<file path="config.mk">
export PLATFORM = sky130hd
export DESIGN_NAME = lcd_scan_writer
export DESIGN_NICKNAME = d
export VERILOG_FILES = /design/src/rtl/lcd_scan_writer.sv
export SDC_FILE = /design/constraint.sdc
export NUM_CORES = 1
export LEC_CHECK = 0
export ABC_AREA = 1
export CAP_MARGIN = 20
export CORE_ASPECT_RATIO = 1.1
export CORE_MARGIN = 2
export CORE_UTILIZATION = 50
export DETAILED_ROUTE_END_ITERATION = 7
export GPL_TIMING_DRIVEN = 0
export PLACE_DENSITY = 0.83
export SLEW_MARGIN = 25
export SYNTH_ARGS = -nofsm -noshare
export SYNTH_HDL_FRONTEND = slang
export SYNTH_SLANG_ARGS = --single-unit
</file>
<file path="constraint.sdc">
create_clock -name clock -period 1.88 [get_ports clock]
set_clock_uncertainty 0.15 [all_clocks]
set_input_delay 0.376 -clock clock [delete_from_list [all_inputs] [get_ports clock]]
set_output_delay 0.376 -clock clock [all_outputs]
set_load 0.01 [all_outputs]
</file>
<file path="src/rtl/lcd_scan_writer.sv">
// lcd_scan_writer: sweeps generator addresses and streams RGB565 words to an 8080 panel.
// Define LCD_WINDOW_EN to prefix each frame with a full-panel column/page window.
module lcd_scan_writer #(
  parameter int WIDTH = 240,
  parameter int HEIGHT = 320,
  parameter int PIXEL_LATENCY = 2,
  parameter int INIT_CYCLES = 16
) (
  input  logic        clock,
  input  logic        globalReset,
  input  logic        enable,
  input  logic [15:0] pixelData,
  output logic [9:0]  xAddLCD,
  output logic [8:0]  yAddLCD,
  output logic        LCD_CS_n,
  output logic        LCD_RS,
  output logic        LCD_WR_n,
  output logic        LCD_RD_n,
  output logic [15:0] LCD_DATA,
  output logic        frameDone
);
  localparam int CW = $clog2(INIT_CYCLES + 8);
  localparam logic [9:0] X_LAST = 10'(WIDTH - 1);
  localparam logic [8:0] Y_LAST = 9'(HEIGHT - 1);
`ifdef LCD_WINDOW_EN
  localparam int NCMD = 11;
  localparam logic [15:0] XW = 16'(WIDTH - 1);
  localparam logic [15:0] YW = 16'(HEIGHT - 1);
`else
  localparam int NCMD = 1;
`endif
  localparam logic [3:0] CMD_LAST = 4'(NCMD - 1);

  typedef enum logic [2:0] {
    INIT, IDLE, CMD, ADDR, WR_LO, WR_HI
  } state_t;

  state_t        state;
  logic [CW-1:0] cnt;
  logic [3:0]    cmdIdx;
  logic          cmdPhase;
  logic [16:0]   cmdWord;

  // {RS, data} of the command-list word at cmdIdx
  always_comb begin
    cmdWord = {1'b0, 16'h002C};
`ifdef LCD_WINDOW_EN
    case (cmdIdx)
      4'd0:       cmdWord = {1'b0, 16'h002A};
      4'd1, 4'd2: cmdWord = {1'b1, 16'h0000};
      4'd3:       cmdWord = {1'b1, 8'h00, XW[15:8]};
      4'd4:       cmdWord = {1'b1, 8'h00, XW[7:0]};
      4'd5:       cmdWord = {1'b0, 16'h002B};
      4'd6, 4'd7: cmdWord = {1'b1, 16'h0000};
      4'd8:       cmdWord = {1'b1, 8'h00, YW[15:8]};
      4'd9:       cmdWord = {1'b1, 8'h00, YW[7:0]};
      default:    cmdWord = {1'b0, 16'h002C};
    endcase
`endif
  end

  assign LCD_RD_n = 1'b1;

  always_ff @(posedge clock) begin
    if (!globalReset) begin
      state     <= INIT;
      cnt       <= '0;
      cmdIdx    <= '0;
      cmdPhase  <= 1'b0;
      xAddLCD   <= '0;
      yAddLCD   <= '0;
      LCD_DATA  <= '0;
      LCD_CS_n  <= 1'b1;
      LCD_RS    <= 1'b1;
      LCD_WR_n  <= 1'b1;
      frameDone <= 1'b0;
    end else begin
      frameDone <= 1'b0;
      case (state)
        INIT: begin
          if (cnt == CW'(INIT_CYCLES - 1)) begin
            cnt   <= '0;
            state <= IDLE;
          end else begin
            cnt <= cnt + CW'(1);
          end
        end
        IDLE: begin
          LCD_CS_n <= ~enable;
          if (enable) begin
            cmdIdx   <= '0;
            cmdPhase <= 1'b0;
            state    <= CMD;
          end
        end
        CMD: begin
          if (!cmdPhase) begin
            LCD_DATA <= cmdWord[15:0];
            LCD_RS   <= cmdWord[16];
            LCD_WR_n <= 1'b0;
            cmdPhase <= 1'b1;
          end else begin
            LCD_WR_n <= 1'b1;
            cmdPhase <= 1'b0;
            if (cmdIdx == CMD_LAST) begin
              xAddLCD <= '0;
              yAddLCD <= '0;
              cnt     <= '0;
              state   <= ADDR;
            end else begin
              cmdIdx <= cmdIdx + 4'd1;
            end
          end
        end
        ADDR: begin
          if (cnt == CW'(PIXEL_LATENCY - 1)) begin
            cnt   <= '0;
            state <= WR_LO;
          end else begin
            cnt <= cnt + CW'(1);
          end
        end
        WR_LO: begin
          LCD_DATA <= pixelData;
          LCD_RS   <= 1'b1;
          LCD_WR_n <= 1'b0;
          state    <= WR_HI;
        end
        WR_HI: begin
          LCD_WR_n <= 1'b1;
          if (xAddLCD != X_LAST) begin
            xAddLCD <= xAddLCD + 10'd1;
            state   <= ADDR;
          end else if (yAddLCD != Y_LAST) begin
            xAddLCD <= '0;
            yAddLCD <= yAddLCD + 9'd1;
            state   <= ADDR;
          end else begin
            xAddLCD   <= '0;
            yAddLCD   <= '0;
            frameDone <= 1'b1;
            LCD_CS_n  <= 1'b1;
            state     <= IDLE;
          end
        end
        default: state <= INIT;
      endcase
    end
  end
endmodule

</file>
== Word-level counts from Yosys, hierarchy flattened ==
Index checks and enable logic that the tools add are counted.

* Add/subtract/negate cells: 4
* Equal/unequal tests: 18
* Muxes and demuxes: 39
* Bitwise operators: 3
* Reductions and logical operators: 17

{| class="wikitable"
|+ Operators by type and width
! operator !! number
|-
| $mux 9 || 4
|-
| $pmux 16 s2 || 1
|-
| $mux 10 || 3
|-
| $mux 5 || 4
|-
| $pmux 10 s2 || 1
|-
| $ne 2x2->1 const B || 9
|-
| $pmux 3 s6 || 1
|-
| $pmux 9 s2 || 1
|-
| $mux 16 || 1
|-
| $mux 3 || 5
|-
| $pmux 5 s3 || 1
|-
| $mux 4 || 3
|-
| $add 10x1->10 const B || 1
|-
| $ne 10x8->1 const B || 1
|-
| $add 9x1->9 const B || 1
|-
| $ne 9x9->1 const B || 1
|-
| $reduce_and 3->1 || 3
|-
| $pmux 4 s2 || 1
|-
| $reduce_and 4->1 || 2
|-
| $reduce_bool 2->1 || 4
|-
| $mux 1 || 7
|-
| $eq 3x2->1 const B || 2
|-
| $eq 3x3->1 const B || 2
|-
| $pmux 1 s2 || 3
|-
| 14 further kinds || 19
|}

* Register bits: 52
* Output and inout bits: 40
* Word-level logic and storage cells: 92

== Depth between registers and ports, before layout ==
Gate-level depths: netlist of the first run.

* Depth after elaboration: 4
* Gate-level depth with buffers: 11
* Gate-level depth less buffers: 11

== Least setup slack after synthesis of the first run ==
No wires, ideal clock.

* Kind: flip-flop to flip-flop
* From: register xAddLCD[1]
* To: register yAddLCD[1]
* Data arrival time: 1.497 ns
* Data required time: 1.617 ns
* Path slack: 0.120 ns
* Cell stages (with the launch flop): 11
* Path buffers: 0
* Period minus slack after synthesis: 1.760 ns
* Cells stage by stage: dfxtp_1 ha_1 nand3_1 nor2_1 nand2_1 nand2_2 inv_2 nor2_4 nand2_1 nand2_1 nor2_1

* Word-level cells in the longest chain between the ends: 3

{| class="wikitable"
|+ RTL lines
! element !! RTL line !! source
|-
| from (decl) || 13 || <nowiki>output logic [9:0] xAddLCD,</nowiki>
|-
| from (signal assigned) || 132 || <nowiki>xAddLCD <= xAddLCD + 10'd1;</nowiki>
|-
| $ne 10x8->1 || 131 || <nowiki>if (xAddLCD != X_LAST) begin</nowiki>
|-
| $ne 2x2->1 (no source line) || -- ||
|-
| $reduce_and 4->1 (no source line) || -- ||
|-
| to (signal assigned) || 136 || <nowiki>yAddLCD <= yAddLCD + 9'd1;</nowiki>
|-
| to (decl) || 14 || <nowiki>output logic [8:0] yAddLCD,</nowiki>
|}

No other way between the ends.
A chain may end at the register's enable or synchronous reset.

== Worst setup path after layout of the first run ==
* From: register xAddLCD[6]
* To: output xAddLCD[6]

No word-level cell between the ends.

==> results of run 1 <==
per-layer routing:
layer  GRT usage, %  wire, um  part of all wire (%)  vias up
li1               -         -                     -     1416
met1           27.9      2760                    43     1226
met2           38.7      3180                    49       85
met3           5.27       443                   6.9        4
met4           4.91        48                  0.75        0
met5              0         0                     0        -
stage by stage:
step,hold slack (ns),instance area (um2),TNS (ns),total power [W],cells
floorplan,0.310,2660,0,0.00196,399
global placement,0.290,3290,-0.453,0.00225,513
detailed placement,0.299,3290,-0.644,0.00227,513
CTS,0.322,3430,0,0.00297,525
global route,0.344,3510,-0.00418,0.00321,528
finish,0.317,3510,0,0.00300,528
timing repair:
item	in CTS	in global routing
resized for setup	7	27
setup buffers	4	3
setup endpoints to repair	14	42
pin swaps	2	2
cell families after synthesis:
group,share of synthesized area [%]
and+or+nand+nor,35.6
adders and majority gates,3.76
AOI/OAI and AO/OA,12.0
xor gates and xnor gates,1.32
DFF,39.2
buffers and inverters,8.09
other,0.141
registers in the layout (all words and copies together) (netlist names):
register	count
LCD_DATA	16
LCD_RS	1
cnt	5
state	3
cmdIdx	4
xAddLCD	10
frameDone	1
cmdPhase	1
LCD_CS_n	1
LCD_WR_n	1
yAddLCD	9
cells in the final DEF (no fill, tap or decap), drive strengths merged:
master	netlist	layout
nand2	132	132
clkdlybuf4s50	0	56
dfxtp	52	52
nor2	48	48
inv	42	44
a21oi	34	34
nand3	28	28
o21ai	15	15
buf	4	11
clkbuf	6	11
ha	8	8
nand4	7	7
nor3	4	4
o221ai	3	3
o21bai	3	3
xnor2	2	2
nand3b	2	2
xor2	2	2
clkinv	1	1
nor3b	1	1
nor4	1	1
a22oi	1	1
a31oi	1	1
o211a	1	1
conb	1	1
clkinvlp	0	1
worst paths after layout:
check / from / endpoint / slack, ns / depth (start not counted)
max reg2reg: xAddLCD[1]$_SDFFE_PN0P_ / yAddLCD[0]$_SDFFE_PN0P_ / 0.10 / 11
min: globalReset / cnt[2]$_SDFFE_PN0P_ / 0.32 / 3
max: xAddLCD[6]$_SDFFE_PN0P_ / xAddLCD[6] / 0.03 / 1
min reg2reg: LCD_DATA[9]$_SDFFE_PN0P_ / LCD_DATA[9]$_SDFFE_PN0P_ / 0.32 / 2
layout make-up:
class / count / area share (%)
Buffer: 10 / 1.53
Inverter: 43 / 4.67
Sequential cell: 52 / 30.3
Multi-Input combinational cell: 294 / 41.3
Clock buffer: 5 / 1.96
Timing Repair Buffer: 63 / 17.5
Clock inverter: 3 / 0.712
Tap cell: 58 / 2.07
report_power, final:
| group | switching [W] | internal [W] | leakage (nW) |
|---|---|---|---|
| clock network | 0.000410 | 0.000272 | 0.0452 |
| registers | 0.000124 | 0.00124 | 0.429 |
| logic | 0.000548 | 0.000409 | 0.906 |
| total | 0.00108 | 0.00192 | 1.38 |
==> run metrics, run 1 <==
run status=completed; CP max stage delay=0.57 ns; Core Region=0.00507 mm2; max-cap violation count=0; IO Pins=59; CP top delay family=buffers and inverters; area taken by multi-input logic gates=0.00145 mm2; final period demand of the worst path=1.85 ns; most common cell in the netlist=nand2_1; fraction of layout cells with a size suffix above 1=11.9%; post-layout net count=496; Max Slew Vio Count=0; Buf+Inv Stages, Crit Path=1; Pleak=1.38 nW; post-DP HPWL=4600 um; top post-synthesis cells by count=nand2_1, dfxtp_1, nor2_1; crit path max fanout=5; syn avg cell area=6.66 um2; clk slew on worst S/H paths=0.11 ns; syn nets=426; Post-Syn Area=0.00266 mm2; Final ANT Viol Nets=0; Die Span X=73.5 um; Post-Route WL=6430 um; post-synthesis cell count=399; Critical Path Sink Type=output pin; Period Utilization, post-route=98.6%; Rel. slew slack=65.9%; fraction of synthesis flops using an asynchronous set or reset pin=0%; Top FF cell, synth=dfxtp_1; slowest CP cell=clkdlybuf4s50_1; Pwr Density=854 mW/mm2; Yosys cell types=33; synth warn=0; TritonCTS clock tree=done; die height=80.5 um; # clock sinks=52; WP data required=1.35 ns; initial antenna violation count=0; vias in the first global route=2459; FF+latch count, synth=52; Util after Layout=69.3%; routed vias/inst=5.17; DR vias=2731; synth top area cells=dfxtp_1, nand2_1, a21oi_1; Post-route DRC=0; Longest Clk Path Bufs=2; clock latency on the worst-skew pair=0.32 ns; worst ir drop on vdd=0.000740 V; number of port buffers=56; worst slew pin tran=0.511 ns; Fill cells=425; initial drt markers=169; Area Growth Syn to Fin=32.1%; initial core utilization=52.5%; number of enable flip-flop cells after synthesis=0; Crit Path Category=reg -> out; GRT Total Usage=22.4%; H-Tree Depth=2; Clock Tree Root=clkbuf_8; global route overflow=0; Max Clk Rate=540 MHz; Yosys top cell by area=dfxtp_1; drt first pass iters=4; crit start category=flip-flop; Cell Chain, Critical Path=clkdlybuf4s50_1; Inserted Diodes=0; Final Hold Fails=0; post-synthesis sequential area ratio=39.2%; Die ar.=0.00592 mm2; worst hold path type=in -> reg; post-DR wirelength/cell=12.2 um; first-pass GRT wire length=10600 um; RSZ-0062 raised after global routing=yes; Setup WS pre-CTS=-0.116 ns; row count=27; # setup viols final=0; pin count of the biggest net entering global routing=19; Placer Congestion=0.885; PnR worst setup slack=0.0270 ns; register area=0.00107 mm2; hold_buf cts=0; CTS buffer count=5; share of the synthesized area in the top cell type=39.2%; crit path DAT=1.33 ns
Power figures use the tool's default switching activity.
==> run 2, diff against run 1 <==
--- a/config.mk
+++ b/config.mk
@@ -13,7 +13,8 @@
 export DETAILED_ROUTE_END_ITERATION = 7
 export GPL_TIMING_DRIVEN = 0
 export PLACE_DENSITY = 0.83
-export SLEW_MARGIN = 25
+export SKIP_CTS_REPAIR_TIMING = 1
+export SLEW_MARGIN = 30
 export SYNTH_ARGS = -nofsm -noshare
 export SYNTH_HDL_FRONTEND = slang
 export SYNTH_SLANG_ARGS = --single-unit
==> run metrics, run 2 (synthesis results as in run 1) <==
WP data required=1.35 ns (about the same); drt first pass iters=4 (unchanged); # clock sinks=52 (unchanged); die height=80.5 um (unchanged); CP max stage delay=0.57 ns (about the same); metal3 WL=369 um (-17%); pin count of the biggest net entering global routing=19 (unchanged); Max Slew Vio Count=0 (unchanged); Post-route DRC=0 (unchanged); Area Growth Syn to Fin=32.6%; Cells after DPL=513 (unchanged); Reg-to-Reg Start=xAddLCD[1]$_SDFFE_PN0P_; crit path max fanout=6 (+1); CTS buffer count=5 (unchanged); Critical Path Sink Type=output pin; post-DR wirelength/cell=12.3 um (+1.4%); Largest register FFs=16 (unchanged); Worst R2R End=yAddLCD[7]$_SDFFE_PN0P_; Inserted Diodes=0 (unchanged); Non-Filler Instances=529 (+0.19%); global route overflow=0 (unchanged); Final ANT Viol Nets=0 (unchanged); Die Span X=73.5 um (unchanged); CP top delay family=buffers and inverters; TritonCTS clock tree=done; initial antenna violation count=0 (unchanged); crit path DAT=1.32 ns (about the same); Pleak=1.38 nW (-0.17%); slowest CP cell=clkdlybuf4s50_1; R2R cell count=9 (-2); Largest Register=LCD_DATA; clock latency on the worst-skew pair=0.32 ns (about the same); Core Region=0.00507 mm2 (unchanged); Period Utilization, post-route=98.3% (-0.24 points); WL met2=3220 um (+1.3%); Buf+Inv Stages, Crit Path=1 (unchanged); Post-Route WL=6530 um (+1.6%); Final Hold Fails=0 (unchanged); Longest Clk Path Bufs=2 (unchanged); Worst Hold Path EP=cnt[2]$_SDFFE_PN0P_; number of port buffers=56 (unchanged); Pwr Density=867 mW/mm2 (+1.5%); Placer Congestion=0.885 (unchanged); worst hold path type=in -> reg; routed vias/inst=5.20 (+0.62%); final period demand of the worst path=1.85 ns (-0.00450 ns); H-Tree Depth=2 (unchanged); highest routed layer=met4; row count=27 (unchanged); largest registers=LCD_DATA (16), xAddLCD (10), yAddLCD (9); fraction of layout cells with a size suffix above 1=12.7% (+0.82 points); Max Clk Rate=541 MHz (+0.24%); worst slew pin tran=0.521 ns (+0.0104 ns); run status=completed; first-pass GRT wire length=10500 um (-1.4%); flop2flop setup slack=0.06 ns (-0.04 ns); initial drt markers=145 (-14%); RSZ-0062 raised after global routing=yes; worst ir drop on vdd=0.000811 V (+9.6%); most frequent cells in the layout=nand2_1, clkdlybuf4s50_1, nor2_1; post-DP HPWL=4600 um (unchanged); # setup viols final=0 (unchanged); clk slew on worst S/H paths=0.10 ns (about the same); DR vias=2753 (+0.81%); most common cell after layout, fill and taps aside=nand2_1; Die ar.=0.00592 mm2 (unchanged); vias in the first global route=2428 (-1.3%); IO Pins=59 (unchanged); Cell Chain, Critical Path=clkdlybuf4s50_1; Rel. slew slack=65.2% (-0.69 points); initial core utilization=52.5% (unchanged); max-cap violation count=0 (unchanged); post-layout net count=497 (+0.20%); crit start category=flip-flop; Crit Path Category=reg -> out; Worst Hold Depth=3 (unchanged); GRT Total Usage=22.1% (-0.28 points); post-route setup TNS=0 ns (unchanged); M1 WL=2880 um (+4.3%); min-delay src=globalReset; Clock Tree Root=clkbuf_8
-- run 2: changes by cell type in the layout (fill, tap and decap cells not counted), sizes merged --
| cell | previous run | this run |
|---|---|---|
| nor2 | 48 | 49 |
-- run 2: cell type report --
| type | count | area [um2] |
|---|---|---|
| Timing Repair Buffer | 63 | 613 |
| Clock inverter | 3 | 25.0 |
| Clock buffer | 5 | 68.8 |
| Multi-Input combinational cell | 295 | 1460 |
| Buffer | 10 | 53.8 |
| Fill cell | 427 | 1540 |
| Tap cell | 58 | 72.6 |
| Inverter | 43 | 164 |
| Sequential cell | 52 | 1060 |
-- run 2: worst max-delay path by stage --
| stage | start | endpoint | cells past startpoint |
|---|---|---|---|
| 6_report | yAddLCD[3]$_SDFFE_PN0P_ | yAddLCD[3] | 1 |
| 5_1_grt | xAddLCD[1]$_SDFFE_PN0P_ | yAddLCD[0]$_SDFFE_PN0P_ | 10 |
| 4_1_cts | xAddLCD[1]$_SDFFE_PN0P_ | yAddLCD[0]$_SDFFE_PN0P_ | 10 |
| 3_5_place_dp | xAddLCD[1]$_SDFFE_PN0P_ | yAddLCD[0]$_SDFFE_PN0P_ | 10 |
| 3_3_place_gp | xAddLCD[1]$_SDFFE_PN0P_ | yAddLCD[0]$_SDFFE_PN0P_ | 10 |
| 2_1_floorplan | xAddLCD[1]$_SDFFE_PN0P_ | yAddLCD[1]$_SDFFE_PN0P_ | 10 |
-- run 2: power breakdown --
group          switching (W)  internal (W)  leakage, nW
Clock               0.000412      0.000272       0.0452
Combinational       0.000575      0.000440        0.905
Sequential          0.000119       0.00124        0.428
Total                0.00111       0.00195         1.38
-- run 2: stage by stage --
step / setup WS [ns] / hold slack (ns) / area (um2) / total power, W / util, %
2_1_floorplan: 0.120 / 0.310 / 2660 / 0.00196 / -
3_3_place_gp: -0.0987 / 0.290 / 3290 / 0.00225 / 65.0
3_5_place_dp: -0.116 / 0.299 / 3290 / 0.00227 / 65.0
4_1_cts: -0.165 / 0.322 / 3390 / 0.00294 / 66.8
5_1_grt: -0.0334 / 0.326 / 3520 / 0.00326 / 69.6
6_report: 0.0315 / 0.306 / 3520 / 0.00306 / 69.6
-- run 2: routing by layer --
layer / track usage (%) / vias to the layer above
met3: 5.27 / 6
met1: 27.6 / 1257
li1: - / 1418
met4: 6.00 / 0
met5: 0 / -
met2: 37.4 / 72
==> run 3, diff against run 2 <==
==> constraint.sdc (replaced) <==
create_clock -name clock -period 2.39 [get_ports clock]
set_clock_uncertainty 0.15 [all_clocks]
set_input_delay 0.478 -clock clock [delete_from_list [all_inputs] [get_ports clock]]
set_output_delay 0.478 -clock clock [all_outputs]
set_load 0.01 [all_outputs]
==> run metrics, run 3 (synthesis results as in run 1) <==
run status=completed; Max Slew Vio Count=0 (unchanged); number of stages on the worst setup path=10 (+9); Inserted Diodes=0 (unchanged); max-cap violation count=0 (unchanged); Die Span X=73.5 um (unchanged); Buf+Inv Stages, Crit Path=1 (unchanged); worst ir drop on vdd=0.000579 V (-29%); GRT Total Usage=22.1% (unchanged); Worst R2R End=yAddLCD[0]$_SDFFE_PN0P_; post-route setup TNS=0 ns (unchanged); Max Clk Rate=485 MHz; H-Tree Depth=2 (unchanged); vias in the first global route=2428 (unchanged); IO Pins=59 (unchanged); number of port buffers=56 (unchanged); # setup viols final=0 (unchanged); CTS buffer count=5 (unchanged); initial antenna violation count=0 (unchanged); final instance area=0.00339 mm2 (-3.9%); clock latency on the worst-skew pair=0.32 ns (about the same); post-DP HPWL=4600 um (unchanged); most common cell after layout, fill and taps aside=nand2_1; worst slew pin tran=0.525 ns (+0.00404 ns); Largest register FFs=16 (unchanged); global route overflow=0 (unchanged); post-layout net count=489 (-1.6%); Crit Path Category=reg -> reg; WP data required=2.45 ns (+1.10 ns); crit path max fanout=10 (+4); DR vias=2728 (-0.91%); post-DR wirelength/cell=11.8 um (-4.1%); Pwr Density=681 mW/mm2 (-21%); slowest CP cell=dfxtp_1; Reg-to-Reg Start=xAddLCD[1]$_SDFFE_PN0P_; Longest Clk Path Bufs=2 (unchanged); CP top delay family=simple AND/OR/NAND/NOR gates; Core Region=0.00507 mm2 (unchanged); # clock sinks=52 (unchanged); Die ar.=0.00592 mm2 (unchanged); R2R cell count=10 (+1); Clock Tree Root=clkbuf_8; Largest Register=LCD_DATA; Period Utilization, post-route=86.3%; initial core utilization=52.5% (unchanged); flop2flop setup slack=0.33 ns (+0.27 ns); Setup crit end=yAddLCD[0]$_SDFFE_PN0P_; WL met2=2910 um (-9.4%); RSZ-0062 raised after global routing=no; Area Growth Syn to Fin=27.3%; M1 WL=2760 um (-4.0%); Placer Congestion=0.885 (unchanged); TritonCTS clock tree=done; pin count of the biggest net entering global routing=19 (unchanged); most frequent cells in the layout=nand2_1, clkdlybuf4s50_1, dfxtp_1; Critical path origin=xAddLCD[1]$_SDFFE_PN0P_; row count=27 (unchanged); crit path DAT=2.12 ns (+0.80 ns); highest routed layer=met4; Post-Route WL=6160 um (-5.6%); CP dominant cell by count=nand2_1; Rel. slew slack=65.0% (-0.27 points); metal3 WL=421 um (+14%); die height=80.5 um (unchanged); Final ANT Viol Nets=0 (unchanged); CP max stage delay=0.40 ns (-0.17 ns); placed cell area=0.00329 mm2 (unchanged); final period demand of the worst path=2.06 ns; drt first pass iters=4 (unchanged); Critical Path Sink Type=flip-flop; first-pass GRT wire length=10500 um (unchanged); crit start category=flip-flop; routed vias/inst=5.24 (+0.61%); worst hold path type=reg -> reg; Post-route DRC=0 (unchanged); initial drt markers=175 (+21%); Cell Chain, Critical Path=ha_1 -> nand3_1 -> nor2_1 -> nand2_1 -> nand2_2 -> inv_2 -> nor2_4 -> nand2_1 -> nand2_1 -> nor2_1; fraction of layout cells with a size suffix above 1=5.18% (-7.6 points); largest registers=LCD_DATA (16), xAddLCD (10), yAddLCD (9); Pleak=1.34 nW (-3.0%); clk slew on worst S/H paths=0.11 ns (about the same); Final Hold Fails=0 (unchanged)
==> run 3: changes by cell type in the layout (fill, tap and decap cells not counted), sizes merged <==
cell and change:
buf -7, nor2 -1
==> run 3: worst min-delay path by stage <==
stage                                endpoint                 startpoint  depth (start not counted)  slack [ns]
floorplan                 cnt[2]$_SDFFE_PN0P_        cnt[2]$_SDFFE_PN0P_                          2        0.31
global placement          LCD_RS$_SDFFE_PN1P_        LCD_RS$_SDFFE_PN1P_                          2        0.29
global route        LCD_DATA[12]$_SDFFE_PN0P_  LCD_DATA[12]$_SDFFE_PN0P_                          2        0.35
CTS                  LCD_DATA[9]$_SDFFE_PN0P_   LCD_DATA[9]$_SDFFE_PN0P_                          2        0.32
detailed placement        LCD_RS$_SDFFE_PN1P_        LCD_RS$_SDFFE_PN1P_                          2        0.30
finish               LCD_DATA[9]$_SDFFE_PN0P_   LCD_DATA[9]$_SDFFE_PN0P_                          2        0.32
==> run 3: metrics by stage <==
step | utilization (%) | hold slack, ns | cells | setup WS, ns | total power, W
3_5_place_dp | 65.0 | 0.299 | 513 | 0.394 | 0.00179
3_3_place_gp | 65.0 | 0.290 | 513 | 0.411 | 0.00177
4_1_cts | 66.8 | 0.322 | 521 | 0.345 | 0.00232
6_report | 66.8 | 0.320 | 521 | 0.327 | 0.00231
5_1_grt | 66.8 | 0.345 | 521 | 0.168 | 0.00247
2_1_floorplan | - | 0.310 | 399 | 0.630 | 0.00154
==> run 3: layout make-up <==
class,instances,area [um2]
buffer,10,51.3
sequential,52,1040
timing repair buffer,56,561
clock inverter,3,25.0
clock buffer,5,68.8
fill,448,1680
inverter,43,164
multi-input combinational,294,1400
tap,58,72.6
==> run 3: worst min-delay path: stages, from the launching register on <==
cell	delay, ns
dfxtp_1	0.33
nand2_1	0.06
a21oi_1	0.05
==> run 3: power breakdown <==
group	internal, W	total [W]	switching [W]
combinational	0.000300	0.000714	0.000414
clock	0.000214	0.000532	0.000318
sequential	0.000964	0.00106	0.0000959
total	0.00148	0.00231	0.000829
==> run 3: metal layers <==
layer / up-vias / global-route usage [%]
li1: 1406 / -
met1: 1223 / 27.6
met2: 92 / 37.4
met3: 7 / 5.27
met4: 0 / 6.00
met5: - / 0
